File: src/rtl/lsu_pkg.sv
// Shared constants, state type and decode helper for the load/store unit.
package lsu_pkg;

  localparam logic [2:0] LD_NONE = 3'd0;
  localparam logic [2:0] LD_B    = 3'd1;
  localparam logic [2:0] LD_H    = 3'd2;
  localparam logic [2:0] LD_W    = 3'd3;
  localparam logic [2:0] LD_BU   = 3'd4;
  localparam logic [2:0] LD_HU   = 3'd5;

  localparam logic [3:0] ST_NONE = 4'b0000;
  localparam logic [3:0] ST_B    = 4'b0001;
  localparam logic [3:0] ST_H    = 4'b0011;
  localparam logic [3:0] ST_W    = 4'b1111;

  typedef enum logic [1:0] {
    IDLE = 2'd0,
    REQ  = 2'd1,
    WAIT = 2'd2,
    DONE = 2'd3
  } lsu_state_e;

  // Kinds 6 and 7 are not loads.
  function automatic logic is_load(input logic [2:0] ld);
    return (ld >= LD_B) && (ld <= LD_HU);
  endfunction

endpackage

File: src/rtl/lsu_if.sv
// Data-memory request/response bus between the LSU (master) and memory (slave).
interface lsu_if #(
  parameter int DATA_WIDTH = 32
);
  logic                  mem_req_valid;
  logic                  mem_req_ready;
  logic [DATA_WIDTH-1:0] mem_addr;
  logic                  mem_wen;
  logic [3:0]            mem_wmask;
  logic [DATA_WIDTH-1:0] mem_wdata;
  logic                  mem_rsp_valid;
  logic [DATA_WIDTH-1:0] mem_rdata;

  modport master (
    output mem_req_valid, mem_addr, mem_wen, mem_wmask, mem_wdata,
    input  mem_req_ready, mem_rsp_valid, mem_rdata
  );

  modport slave (
    input  mem_req_valid, mem_addr, mem_wen, mem_wmask, mem_wdata,
    output mem_req_ready, mem_rsp_valid, mem_rdata
  );
endinterface

File: src/rtl/lsu_load_align.sv
// Selects the addressed byte/halfword of a read word and sign/zero-extends it.
module lsu_load_align
  import lsu_pkg::*;
(
  input  logic [31:0] rdata,
  input  logic [1:0]  addr_lo,
  input  logic [2:0]  load_inst,
  output logic [31:0] data
);

  logic [7:0]  byte_sel;
  logic [15:0] half_sel;

  // Lane select followed by extension according to load kind.
  always_comb begin
    byte_sel = rdata[{addr_lo, 3'b000} +: 8];
    half_sel = addr_lo[1] ? rdata[31:16] : rdata[15:0];
    case (load_inst)
      LD_B:    data = {{24{byte_sel[7]}}, byte_sel};
      LD_BU:   data = {24'b0, byte_sel};
      LD_H:    data = {{16{half_sel[15]}}, half_sel};
      LD_HU:   data = {16'b0, half_sel};
      LD_W:    data = rdata;
      default: data = '0;
    endcase
  end

endmodule

File: src/rtl/lsu.sv
// Load/store unit: one instruction in flight, registered memory request and write-back.
module lsu
  import lsu_pkg::*;
#(
  parameter int ADDR_WIDTH = 5,
  parameter int DATA_WIDTH = 32
) (
  input  logic                  clk,
  input  logic                  rst_n,
  input  logic                  in_valid,
  output logic                  in_ready,
  input  logic                  e_regW,
  input  logic [ADDR_WIDTH-1:0] e_regAddr,
  input  logic [DATA_WIDTH-1:0] e_regData,
  input  logic [2:0]            e_load_inst,
  input  logic [3:0]            e_store_mask,
  input  logic [DATA_WIDTH-1:0] e_store_data,
  lsu_if.master                 mem,
  output logic                  out_valid,
  input  logic                  out_ready,
  output logic                  m_regW,
  output logic [ADDR_WIDTH-1:0] m_regAddr,
  output logic [DATA_WIDTH-1:0] m_regData,
  output logic                  m_misalign
);

  lsu_state_e            state_q, state_d;
  logic                  in_ready_q, in_ready_d;
  logic                  req_valid_q, req_valid_d;
  logic [DATA_WIDTH-1:0] addr_q, addr_d;
  logic                  wen_q, wen_d;
  logic [3:0]            wmask_q, wmask_d;
  logic [DATA_WIDTH-1:0] wdata_q, wdata_d;
  logic                  out_valid_q, out_valid_d;
  logic                  regw_q, regw_d;
  logic [2:0]            load_q, load_d;
  logic [1:0]            addr_lo_q, addr_lo_d;
  logic                  m_regw_q, m_regw_d;
  logic [ADDR_WIDTH-1:0] m_regaddr_q, m_regaddr_d;
  logic [DATA_WIDTH-1:0] m_regdata_q, m_regdata_d;
  logic                  m_misalign_q, m_misalign_d;

  logic                  ld_valid, st_valid, half_acc, word_acc, misalign;
  logic [DATA_WIDTH-1:0] load_data;

  // A load on the same instruction overrides any store mask.
  assign ld_valid = is_load(e_load_inst);
  assign st_valid = !ld_valid && (e_store_mask != ST_NONE);
  assign half_acc = ld_valid ? (e_load_inst == LD_H || e_load_inst == LD_HU)
                             : (st_valid && e_store_mask == ST_H);
  assign word_acc = ld_valid ? (e_load_inst == LD_W)
                             : (st_valid && e_store_mask == ST_W);
  assign misalign = (half_acc && e_regData[0]) || (word_acc && e_regData[1:0] != 2'b00);

  lsu_load_align u_load_align (
    .rdata     (mem.mem_rdata),
    .addr_lo   (addr_lo_q),
    .load_inst (load_q),
    .data      (load_data)
  );

  // Next-state and next-output decode for the IDLE/REQ/WAIT/DONE sequence.
  always_comb begin
    state_d      = state_q;
    in_ready_d   = in_ready_q;
    req_valid_d  = req_valid_q;
    addr_d       = addr_q;
    wen_d        = wen_q;
    wmask_d      = wmask_q;
    wdata_d      = wdata_q;
    out_valid_d  = out_valid_q;
    regw_d       = regw_q;
    load_d       = load_q;
    addr_lo_d    = addr_lo_q;
    m_regw_d     = m_regw_q;
    m_regaddr_d  = m_regaddr_q;
    m_regdata_d  = m_regdata_q;
    m_misalign_d = m_misalign_q;
    case (state_q)
      IDLE: begin
        if (in_valid) begin
          in_ready_d   = 1'b0;
          regw_d       = e_regW;
          load_d       = ld_valid ? e_load_inst : LD_NONE;
          addr_lo_d    = e_regData[1:0];
          m_regaddr_d  = e_regAddr;
          m_misalign_d = 1'b0;
          if (misalign) begin
            state_d      = DONE;
            out_valid_d  = 1'b1;
            m_misalign_d = 1'b1;
            m_regw_d     = 1'b0;
            m_regdata_d  = '0;
          end else if (ld_valid || st_valid) begin
            state_d     = REQ;
            req_valid_d = 1'b1;
            addr_d      = {e_regData[DATA_WIDTH-1:2], 2'b00};
            wen_d       = st_valid;
            wmask_d     = st_valid ? (e_store_mask << e_regData[1:0]) : 4'b0000;
            wdata_d     = st_valid ? (e_store_data << {e_regData[1:0], 3'b000}) : '0;
          end else begin
            state_d     = DONE;
            out_valid_d = 1'b1;
            m_regw_d    = e_regW;
            m_regdata_d = e_regData;
          end
        end
      end
      REQ: begin
        if (mem.mem_req_ready) begin
          req_valid_d = 1'b0;
          state_d     = WAIT;
        end
      end
      WAIT: begin
        if (mem.mem_rsp_valid) begin
          state_d     = DONE;
          out_valid_d = 1'b1;
          if (load_q != LD_NONE) begin
            m_regw_d    = regw_q;
            m_regdata_d = load_data;
          end else begin
            m_regw_d    = 1'b0;
            m_regdata_d = '0;
          end
        end
      end
      DONE: begin
        if (out_ready) begin
          out_valid_d = 1'b0;
          in_ready_d  = 1'b1;
          state_d     = IDLE;
        end
      end
      default: state_d = IDLE;
    endcase
  end

  // State and output registers with synchronous active-low reset.
  always_ff @(posedge clk) begin
    if (!rst_n) begin
      state_q      <= IDLE;
      in_ready_q   <= 1'b1;
      req_valid_q  <= 1'b0;
      addr_q       <= '0;
      wen_q        <= 1'b0;
      wmask_q      <= 4'b0000;
      wdata_q      <= '0;
      out_valid_q  <= 1'b0;
      regw_q       <= 1'b0;
      load_q       <= LD_NONE;
      addr_lo_q    <= 2'b00;
      m_regw_q     <= 1'b0;
      m_regaddr_q  <= '0;
      m_regdata_q  <= '0;
      m_misalign_q <= 1'b0;
    end else begin
      state_q      <= state_d;
      in_ready_q   <= in_ready_d;
      req_valid_q  <= req_valid_d;
      addr_q       <= addr_d;
      wen_q        <= wen_d;
      wmask_q      <= wmask_d;
      wdata_q      <= wdata_d;
      out_valid_q  <= out_valid_d;
      regw_q       <= regw_d;
      load_q       <= load_d;
      addr_lo_q    <= addr_lo_d;
      m_regw_q     <= m_regw_d;
      m_regaddr_q  <= m_regaddr_d;
      m_regdata_q  <= m_regdata_d;
      m_misalign_q <= m_misalign_d;
    end
  end

  assign in_ready          = in_ready_q;
  assign mem.mem_req_valid = req_valid_q;
  assign mem.mem_addr      = addr_q;
  assign mem.mem_wen       = wen_q;
  assign mem.mem_wmask     = wmask_q;
  assign mem.mem_wdata     = wdata_q;
  assign out_valid         = out_valid_q;
  assign m_regW            = m_regw_q;
  assign m_regAddr         = m_regaddr_q;
  assign m_regData         = m_regdata_q;
  assign m_misalign        = m_misalign_q;

endmodule

File: src/flat_wrapper.sv
// flat-port wrapper written by rule: the top's interface ports become plain ports
module lsu_flat import lsu_pkg::*;
#(
  parameter int ADDR_WIDTH = 5,
  parameter int DATA_WIDTH = 32
)
  (clk, rst_n, in_valid, in_ready, e_regW, e_regAddr, e_regData, e_load_inst, e_store_mask, e_store_data, out_valid, out_ready, m_regW, m_regAddr, m_regData, m_misalign, mem_mem_req_valid, mem_mem_addr, mem_mem_wen, mem_mem_wmask, mem_mem_wdata, mem_mem_req_ready, mem_mem_rsp_valid, mem_mem_rdata);
  lsu_if #(.DATA_WIDTH(DATA_WIDTH)) mem_i ();
  input  logic clk;
  input  logic rst_n;
  input  logic in_valid;
  output logic in_ready;
  input  logic e_regW;
  input  logic [ADDR_WIDTH-1:0] e_regAddr;
  input  logic [DATA_WIDTH-1:0] e_regData;
  input  logic [2:0] e_load_inst;
  input  logic [3:0] e_store_mask;
  input  logic [DATA_WIDTH-1:0] e_store_data;
  output logic out_valid;
  input  logic out_ready;
  output logic m_regW;
  output logic [ADDR_WIDTH-1:0] m_regAddr;
  output logic [DATA_WIDTH-1:0] m_regData;
  output logic m_misalign;
  output wire logic [$bits(mem_i.mem_req_valid)-1:0] mem_mem_req_valid;
  output wire logic [$bits(mem_i.mem_addr)-1:0] mem_mem_addr;
  output wire logic [$bits(mem_i.mem_wen)-1:0] mem_mem_wen;
  output wire logic [$bits(mem_i.mem_wmask)-1:0] mem_mem_wmask;
  output wire logic [$bits(mem_i.mem_wdata)-1:0] mem_mem_wdata;
  input wire logic [$bits(mem_i.mem_req_ready)-1:0] mem_mem_req_ready;
  input wire logic [$bits(mem_i.mem_rsp_valid)-1:0] mem_mem_rsp_valid;
  input wire logic [$bits(mem_i.mem_rdata)-1:0] mem_mem_rdata;
  assign mem_mem_req_valid = mem_i.mem_req_valid;
  assign mem_mem_addr = mem_i.mem_addr;
  assign mem_mem_wen = mem_i.mem_wen;
  assign mem_mem_wmask = mem_i.mem_wmask;
  assign mem_mem_wdata = mem_i.mem_wdata;
  assign mem_i.mem_req_ready = mem_mem_req_ready;
  assign mem_i.mem_rsp_valid = mem_mem_rsp_valid;
  assign mem_i.mem_rdata = mem_mem_rdata;
  lsu #(.ADDR_WIDTH(ADDR_WIDTH), .DATA_WIDTH(DATA_WIDTH)) u_core (.clk(clk), .rst_n(rst_n), .in_valid(in_valid), .in_ready(in_ready), .e_regW(e_regW), .e_regAddr(e_regAddr), .e_regData(e_regData), .e_load_inst(e_load_inst), .e_store_mask(e_store_mask), .e_store_data(e_store_data), .mem(mem_i), .out_valid(out_valid), .out_ready(out_ready), .m_regW(m_regW), .m_regAddr(m_regAddr), .m_regData(m_regData), .m_misalign(m_misalign));
endmodule
File: config.mk
export PLATFORM = sky130hd
export DESIGN_NAME = lsu_flat
export DESIGN_NICKNAME = d
export VERILOG_FILES = /design/src/rtl/lsu_pkg.sv /design/src/rtl/lsu_if.sv /design/src/rtl/lsu_load_align.sv /design/src/rtl/lsu.sv /design/src/flat_wrapper.sv
export SDC_FILE = /design/constraint.sdc
export NUM_CORES = 1
export LEC_CHECK = 0
export BUFFER_PORTS_ARGS = -buffer_cell sky130_fd_sc_hd__buf_2
export CORE_MARGIN = 1
export CORE_UTILIZATION = 36
export CTS_CLUSTER_DIAMETER = 60
export DETAILED_ROUTE_END_ITERATION = 12
export HOLD_SLACK_MARGIN = 0.1
export PLACE_DENSITY = 0.65
export SLEW_MARGIN = 10
export SYNTH_ARGS = -nofsm -noshare
export SYNTH_HDL_FRONTEND = slang
export SYNTH_SLANG_ARGS = --single-unit
File: constraint.sdc
create_clock -name clk -period 5.95 [get_ports clk]
set_clock_uncertainty 0.2 [all_clocks]
set_input_delay 1.19 -clock clk [delete_from_list [all_inputs] [get_ports clk]]
set_output_delay 1.19 -clock clk [all_outputs]
set_load 0.05 [all_outputs]
==> flow_metrics.env, run 1 <==
export IMPL_cts_sinks=117
export IMPL_leakagePower_nw=3.35
export IMPL_start_kind="input pin"
export IMPL_grt_overflow=0
export IMPL_crit_chain="buf_2 -> nor2_1 -> and4bb_2 -> nor4_4 -> and2b_2 -> nor2_8 -> a22o_1"
export IMPL_gp_routability_congestion=0.839
export IMPL_fmax_ghz=0.253
export IMPL_clk_path_buf_depth=2
export IMPL_first_pass_iters=5
export IMPL_cts_max_level=4
export IMPL_die_area_mm2=0.0167
export IMPL_synth_main_ff_cell="dfxtp_1"
export IMPL_diodes=0
export IMPL_antenna_found_initial=1
export IMPL_cts_root_buf="clkbuf_16"
export IMPL_tightestPinTransition_ps=1060
export IMPL_synth_avg_cell_area_um2=8.68
export IMPL_grt_pass1_wl_mm=28.3
export IMPL_numCtsBuffers=17
export IMPL_fill_cells=1586
export IMPL_end_kind="flip-flop"
export IMPL_syn_inst=673
export IMPL_yosys_warnings=0
export IMPL_worst_setup_path_type="input pin to flip-flop"
export IMPL_synth_edf_count=0
export IMPL_hold_viol=0
export IMPL_die_w_um=129
export IMPL_drv_slew=0
export IMPL_dp_hpwl_mm=13.2
export IMPL_fin_tns_setup_ps=0
export IMPL_clk_pin_slew_ps=50
export IMPL_start_util=0.368
export IMPL_status="finished clean"
export IMPL_clock_latency_ps=420
export IMPL_track_usage=0.221
export IMPL_core_mm2=0.0159
export IMPL_final_antenna_net_count=0
export IMPL_fin_total_pwr_mw=3.64
export IMPL_cts_tree="built"
export IMPL_yosysUniqueCellTypes=60
export IMPL_highest_layer="met5"
export IMPL_first_iter_violations=342
export IMPL_drv_cap=0
export IMPL_hold_class="flip-flop to flip-flop"
export IMPL_slowest_delay_ps=880
export IMPL_port_buffers=223
export IMPL_synth_cell_area_mm2=0.00584
export IMPL_synthToLayoutAreaGrowth_pct=28.9
export IMPL_yosysTopAreaCell="dfxtp_1"
export IMPL_vias=5806
export IMPL_grt_pass1_vias=5309
export IMPL_post_cts_resized=0
export IMPL_synth_top_area_share=0.401
export IMPL_die_height_um=129
export IMPL_wl_mm=18.6
export IMPL_crit_fanout=41
export IMPL_seqCellArea_mm2=0.00234
export IMPL_required_ps=6060
export IMPL_dp_cells=1058
export IMPL_synth_cells_most_frequent="117 x dfxtp_1, 79 x nand2_1, 74 x o21ai_0, 64 x mux2i_1, 51 x a21oi_1"
export IMPL_grt_start_max_net_pins=47
export IMPL_grt_setup_unrepaired="false"
export IMPL_synth_most_common_cell="dfxtp_1"
export IMPL_finalNonFillerCells=1088
export IMPL_slew_headroom=0.296
export IMPL_wl_per_cell_um=17.1
export IMPL_layout_drive_gt1_share=0.310
export IMPL_route_detailed_drc=0
export IMPL_synth_seq_cells=117
export IMPL_cts_hold_buf=0
export IMPL_async_reset_ff_frac=0
export IMPL_post_cts_setup_buffers=0
export IMPL_num_nets_final=981
export IMPL_multiInputGateArea_mm2=0.00318
export IMPL_power_density_mw_per_mm2=483
export IMPL_synth_area_leaders="dfxtp_1 40%, mux2i_1 11%, o21ai_0 6.3%"
export IMPL_seq_area_frac_synth=0.401
export IMPL_cp_arrival_ps=4060
export IMPL_vias_per_cell=5.34
export IMPL_cp_slowest_cell="and2b_2"
export IMPL_route_met2_wl_mm=8.32
export IMPL_num_rows=46
export IMPL_fin_crit_sh=0.665
export IMPL_ir_drop_uv=260
export IMPL_fin_crit_ps=3950
export IMPL_io_pins=226
export IMPL_dr_wl_met3_mm=1.91
export IMPL_met1Wirelength_mm=7.99
export IMPL_setup_viol=0
cells by family (layout without fill, tap and decap cells):
family | Yosys count | count (layout) | share of synthesized area
adder cells (fa/ha/maj) | 6 | 6 | 0.0124
flip-flops | 117 | 117 | 0.401
AND/OR/NAND/NOR | 171 | 171 | 0.142
other | 1 | 2 | 0.000642
buffers and inverters | 71 | 269 | 0.0578
XOR/XNOR | 2 | 2 | 0.00300
multiplexers | 66 | 66 | 0.115
AO/OA/AOI/OAI | 239 | 239 | 0.268
report_power, final:
part           internal [mW]  switching [mW]
sequential             0.970          0.0954
combinational          0.430            1.18
clock                  0.596           0.361
cell usage in the layout (no fill, tap or decap), drive strengths merged, types with 4 or more instances in the layout:
master	Yosys	layout
nor2	45	45
a22oi	15	15
a21oi	51	51
o2bb2ai	9	9
clkinv	2	8
o221ai	7	7
o21ai	75	75
nor2b	13	13
a32o	9	9
inv	10	10
a22o	26	26
mux2i	64	64
buf	26	227
a211oi	5	5
nand2	79	79
clkbuf	33	20
a211o	9	9
nand2b	6	6
ha	5	5
nor3	4	4
a31oi	20	20
dfxtp	117	117
area by class of cell:
cell class,count,share of cell area
tap,216,0.0359
clock buffer,20,0.0620
multi-input combinational,486,0.422
sequential,117,0.311
inverter,12,0.00598
clock inverter,10,0.0110
timing repair buffer,227,0.152
metal layers:
layer	track usage	vias to the layer above
met4	0.0775	2
met5	0	-
met3	0.0871	23
li1	-	2839
met1	0.278	2678
met2	0.340	264
critical path, delay by kind of cell:
family	cells	cell delay [ps]
buffers and inverters	1	390
AOI/OAI and AO/OA	1	320
and+or+nand+nor	5	2130
per-stage QoR:
stage	cell area [µm²]	hold slack [ps]	setup slack, ps	utilization
2_1_floorplan	5850	237	2900	-
3_3_place_gp	6980	242	1580	0.440
3_5_place_dp	6980	242	1510	0.440
4_1_cts	7530	253	1950	0.474
5_1_grt	7530	271	1740	0.474
6_report	7530	254	2000	0.474
sequential cells by signal, summed over array words and instances, names as in the netlist:
name	cells
u_core.m_regAddr	5
u_core.regw_q	1
u_core.mem.mem_req_valid	1
u_core.mem.mem_wmask	4
u_core.addr_lo_q	2
u_core.mem.mem_wdata	32
u_core.state_q	2
u_core.m_regW	1
u_core.m_regData	32
u_core.load_q	3
u_core.in_ready	1
u_core.mem.mem_addr	30
u_core.m_misalign	1
u_core.mem.mem_wen	1
u_core.out_valid	1
final timing paths:
kind,start,to,slack [ps],depth (start not counted)
min reg2reg,u_core.m_regAddr[4]$_SDFFE_PN0P_,u_core.m_regAddr[4]$_SDFFE_PN0P_,250,2
max reg2reg,u_core.state_q[1]$_SDFFE_PN0P_,u_core.mem.mem_wdata[20]$_SDFFE_PN0P_,2630,7
min,u_core.m_regAddr[4]$_SDFFE_PN0P_,u_core.m_regAddr[4]$_SDFFE_PN0P_,250,2
max,e_regData[0],u_core.mem.mem_wdata[20]$_SDFFE_PN0P_,2000,7
No activity file was read; power rests on OpenSTA's default activity.
==> run 2, diff against run 1 <==
--- a/config.mk
+++ b/config.mk
@@ -5,13 +5,14 @@
 export SDC_FILE = /design/constraint.sdc
 export NUM_CORES = 1
 export LEC_CHECK = 0
+export ABC_AREA = 1
 export BUFFER_PORTS_ARGS = -buffer_cell sky130_fd_sc_hd__buf_2
 export CORE_MARGIN = 1
 export CORE_UTILIZATION = 36
 export CTS_CLUSTER_DIAMETER = 60
 export DETAILED_ROUTE_END_ITERATION = 12
 export HOLD_SLACK_MARGIN = 0.1
-export PLACE_DENSITY = 0.65
+export PLACE_DENSITY = 0.64
 export SLEW_MARGIN = 10
 export SYNTH_ARGS = -nofsm -noshare
 export SYNTH_HDL_FRONTEND = slang
==> constraint.sdc (replaced) <==
create_clock -name clk -period 3.9 [get_ports clk]
set_clock_uncertainty 0.2 [all_clocks]
set_input_delay 0.78 -clock clk [delete_from_list [all_inputs] [get_ports clk]]
set_output_delay 0.78 -clock clk [all_outputs]
set_load 0.05 [all_outputs]
==> run 2 against run 1 <==
First-iteration DRC count is 30% higher. Area after synthesis is 11% higher. Worst hold slack worse by 11 ps. Wire length is 16% higher. Count of clock-buffer cells in the layout is 2 higher. Register-to-register slack worse by 1400 ps. Setup slack worse by 740 ps. Synthesized cell count is 52% higher. Global-route usage is 1.1 points higher. Clock power is 65% higher. Via count is 23% higher. Power is 63% higher. Critical endpoint is now u_core.mem.mem_addr[24]$_SDFFE_PN0P_. Largest power group unchanged.
==> flow_metrics.env, run 2 <==
export IMPL_status="finished clean"
export IMPL_grt_overflow=0
export IMPL_syn_inst=1025
export IMPL_power_density_mw_per_mm2=723
export IMPL_synth_cells_most_frequent="332 x nand2_1, 129 x nor2_1, 117 x dfxtp_1, 107 x a21oi_1, 82 x inv_1"
export IMPL_worst_setup_path_type="flip-flop to flip-flop"
export IMPL_core_mm2=0.0174
export IMPL_slew_headroom=0.311
export IMPL_port_buffers=223
export IMPL_place_area_mm2=0.00763
export IMPL_io_pins=226
export IMPL_layout_drive_gt1_share=0.234
export IMPL_hold_viol=0
export IMPL_path_delay_family="simple AND/OR/NAND/NOR gates"
export IMPL_synthToLayoutAreaGrowth_pct=27.0
export IMPL_clk_path_buf_depth=2
export IMPL_cts_root_buf="clkbuf_16"
export IMPL_grt_start_max_net_pins=49
export IMPL_num_rows=48
export IMPL_cts_hold_buf=0
export IMPL_worst_path_buf_inv=4
export IMPL_crit_chain="inv_1 -> ha_1 -> nand2_1 -> inv_1 -> nand4_4 -> inv_1 -> buf_4 -> nand2_1 -> a21oi_1"
export IMPL_start_util=0.372
export IMPL_dp_slack_ps=955
export IMPL_async_reset_ff_frac=0
export IMPL_fmax_ghz=0.378
export IMPL_synth_area_leaders="dfxtp_1 36%, nand2_1 19%, a21oi_1 8.3%"
export IMPL_tightestPinTransition_ps=1030
export IMPL_yosysTopAreaCell="dfxtp_1"
export IMPL_required_ps=4040
export IMPL_wl_mm=21.6
export IMPL_setup_viol=0
export IMPL_cp_slowest_cell="nand4_4"
export IMPL_seq_area_frac_synth=0.362
export IMPL_yosysUniqueCellTypes=35
export IMPL_first_iter_violations=445
export IMPL_antenna_found_initial=2
export IMPL_worst_slack_ps=1250
export IMPL_fin_total_pwr_mw=5.94
export IMPL_end_kind="flip-flop"
export IMPL_numCtsBuffers=17
export IMPL_synth_avg_cell_area_um2=6.32
export IMPL_num_nets_final=1330
export IMPL_start_kind="flip-flop"
export IMPL_vias_per_cell=4.94
export IMPL_slowest_delay_ps=420
export IMPL_yosys_warnings=0
export IMPL_synth_cell_area_mm2=0.00647
export IMPL_fin_tns_setup_ps=0
export IMPL_die_area_mm2=0.0185
export IMPL_clk_pin_slew_ps=50
export IMPL_fin_util=0.472
export IMPL_layout_common_cells="332 x nand2_1, 223 x buf_2, 129 x nor2_1"
export IMPL_die_height_um=136
export IMPL_grt_pass1_vias=6331
export IMPL_vias=7145
export IMPL_die_w_um=136
export IMPL_gp_routability_congestion=0.930
export IMPL_crit_path_frequent_cell="inv_1"
export IMPL_route_detailed_drc=0
export IMPL_clock_latency_ps=410
export IMPL_grt_setup_unrepaired="false"
export IMPL_cts_sinks=117
export IMPL_grt_pass1_wl_mm=33.1
export IMPL_hold_class="flip-flop to flip-flop"
export IMPL_fin_crit_sh=0.679
export IMPL_wl_per_cell_um=14.9
export IMPL_synth_seq_cells=117
export IMPL_drv_slew=0
export IMPL_synth_edf_count=0
export IMPL_synth_top_area_share=0.362
export IMPL_ir_drop_uv=380
export IMPL_track_usage=0.232
export IMPL_fin_area_mm2=0.00823
export IMPL_post_cts_setup_buffers=0
export IMPL_crit_fanout=30
export IMPL_drv_cap=0
export IMPL_cts_tree="built"
export IMPL_diodes=0
export IMPL_first_pass_iters=5
export IMPL_fin_crit_ps=2650
export IMPL_cts_max_level=4
export IMPL_post_cts_resized=0
export IMPL_synth_most_common_cell="nand2_1"
export IMPL_layout_commonest_cell="nand2_1"
export IMPL_dp_hpwl_mm=15.4
export IMPL_final_antenna_net_count=0
export IMPL_synth_main_ff_cell="dfxtp_1"
export IMPL_cp_arrival_ps=2790
export IMPL_leakagePower_nw=4.16
-- run 2: routing by layer --
metal,up-vias,track usage,part of all wire
li1,3655,-,-
met1,3188,0.297,0.44
met2,265,0.373,0.46
met3,35,0.0544,0.075
met4,2,0.0907,0.023
met5,-,0,0.00042
-- run 2: cell families (layout without fill, tap and decap cells) --
kind of cell | Yosys count | in the layout | synth area share
and+or+nand+nor | 528 | 528 | 0.334
AOI/OAI and AO/OA | 208 | 208 | 0.175
buffers and inverters | 160 | 356 | 0.110
DFF | 117 | 117 | 0.362
muxes | 6 | 6 | 0.00928
adders and majority gates | 5 | 5 | 0.00966
other | 1 | 2 | 0.000579
-- run 2: through the flow --
step / hold slack, ps / std cells
final: 242 / 1447
after global routing: 271 / 1447
after CTS: 243 / 1447
after detailed placement: 235 / 1416
after global placement: 231 / 1416
after floorplan: 249 / 1026
-- run 2: power breakdown --
part / total, mW / internal [mW] / switching, mW
Combinational: 2.76 / 0.718 / 2.04
Sequential: 1.60 / 1.46 / 0.147
Clock: 1.58 / 1.01 / 0.563
Total: 5.94 / 3.19 / 2.76
-- run 2: final cells by class --
| cell class | count | area, µm² |
|---|---|---|
| timing repair buffer | 236 | 1240 |
| fill | 1848 | 9190 |
| sequential | 117 | 2340 |
| clock inverter | 9 | 100 |
| clock buffer | 22 | 494 |
| tap | 225 | 282 |
| multi-input combinational | 749 | 3430 |
| inverter | 89 | 334 |
-- run 2: path summary, 6_finish.rpt --
kind / to / slack, ps / cells past startpoint / start
worst max-delay path: u_core.mem.mem_addr[24]$_SDFFE_PN0P_ / 1250 / 9 / u_core.state_q[0]$_SDFFE_PN0P_
worst min-delay path: u_core.out_valid$_SDFFE_PN0P_ / 240 / 2 / u_core.out_valid$_SDFFE_PN0P_
worst max register to register: u_core.mem.mem_addr[24]$_SDFFE_PN0P_ / 1250 / 9 / u_core.state_q[0]$_SDFFE_PN0P_
worst min register to register: u_core.out_valid$_SDFFE_PN0P_ / 240 / 2 / u_core.out_valid$_SDFFE_PN0P_
-- run 2: tightest hold or removal path, stage by stage, from the launching register on --
cell and delay (ps):
dfxtp_1 310, inv_1 50, a21oi_1 50
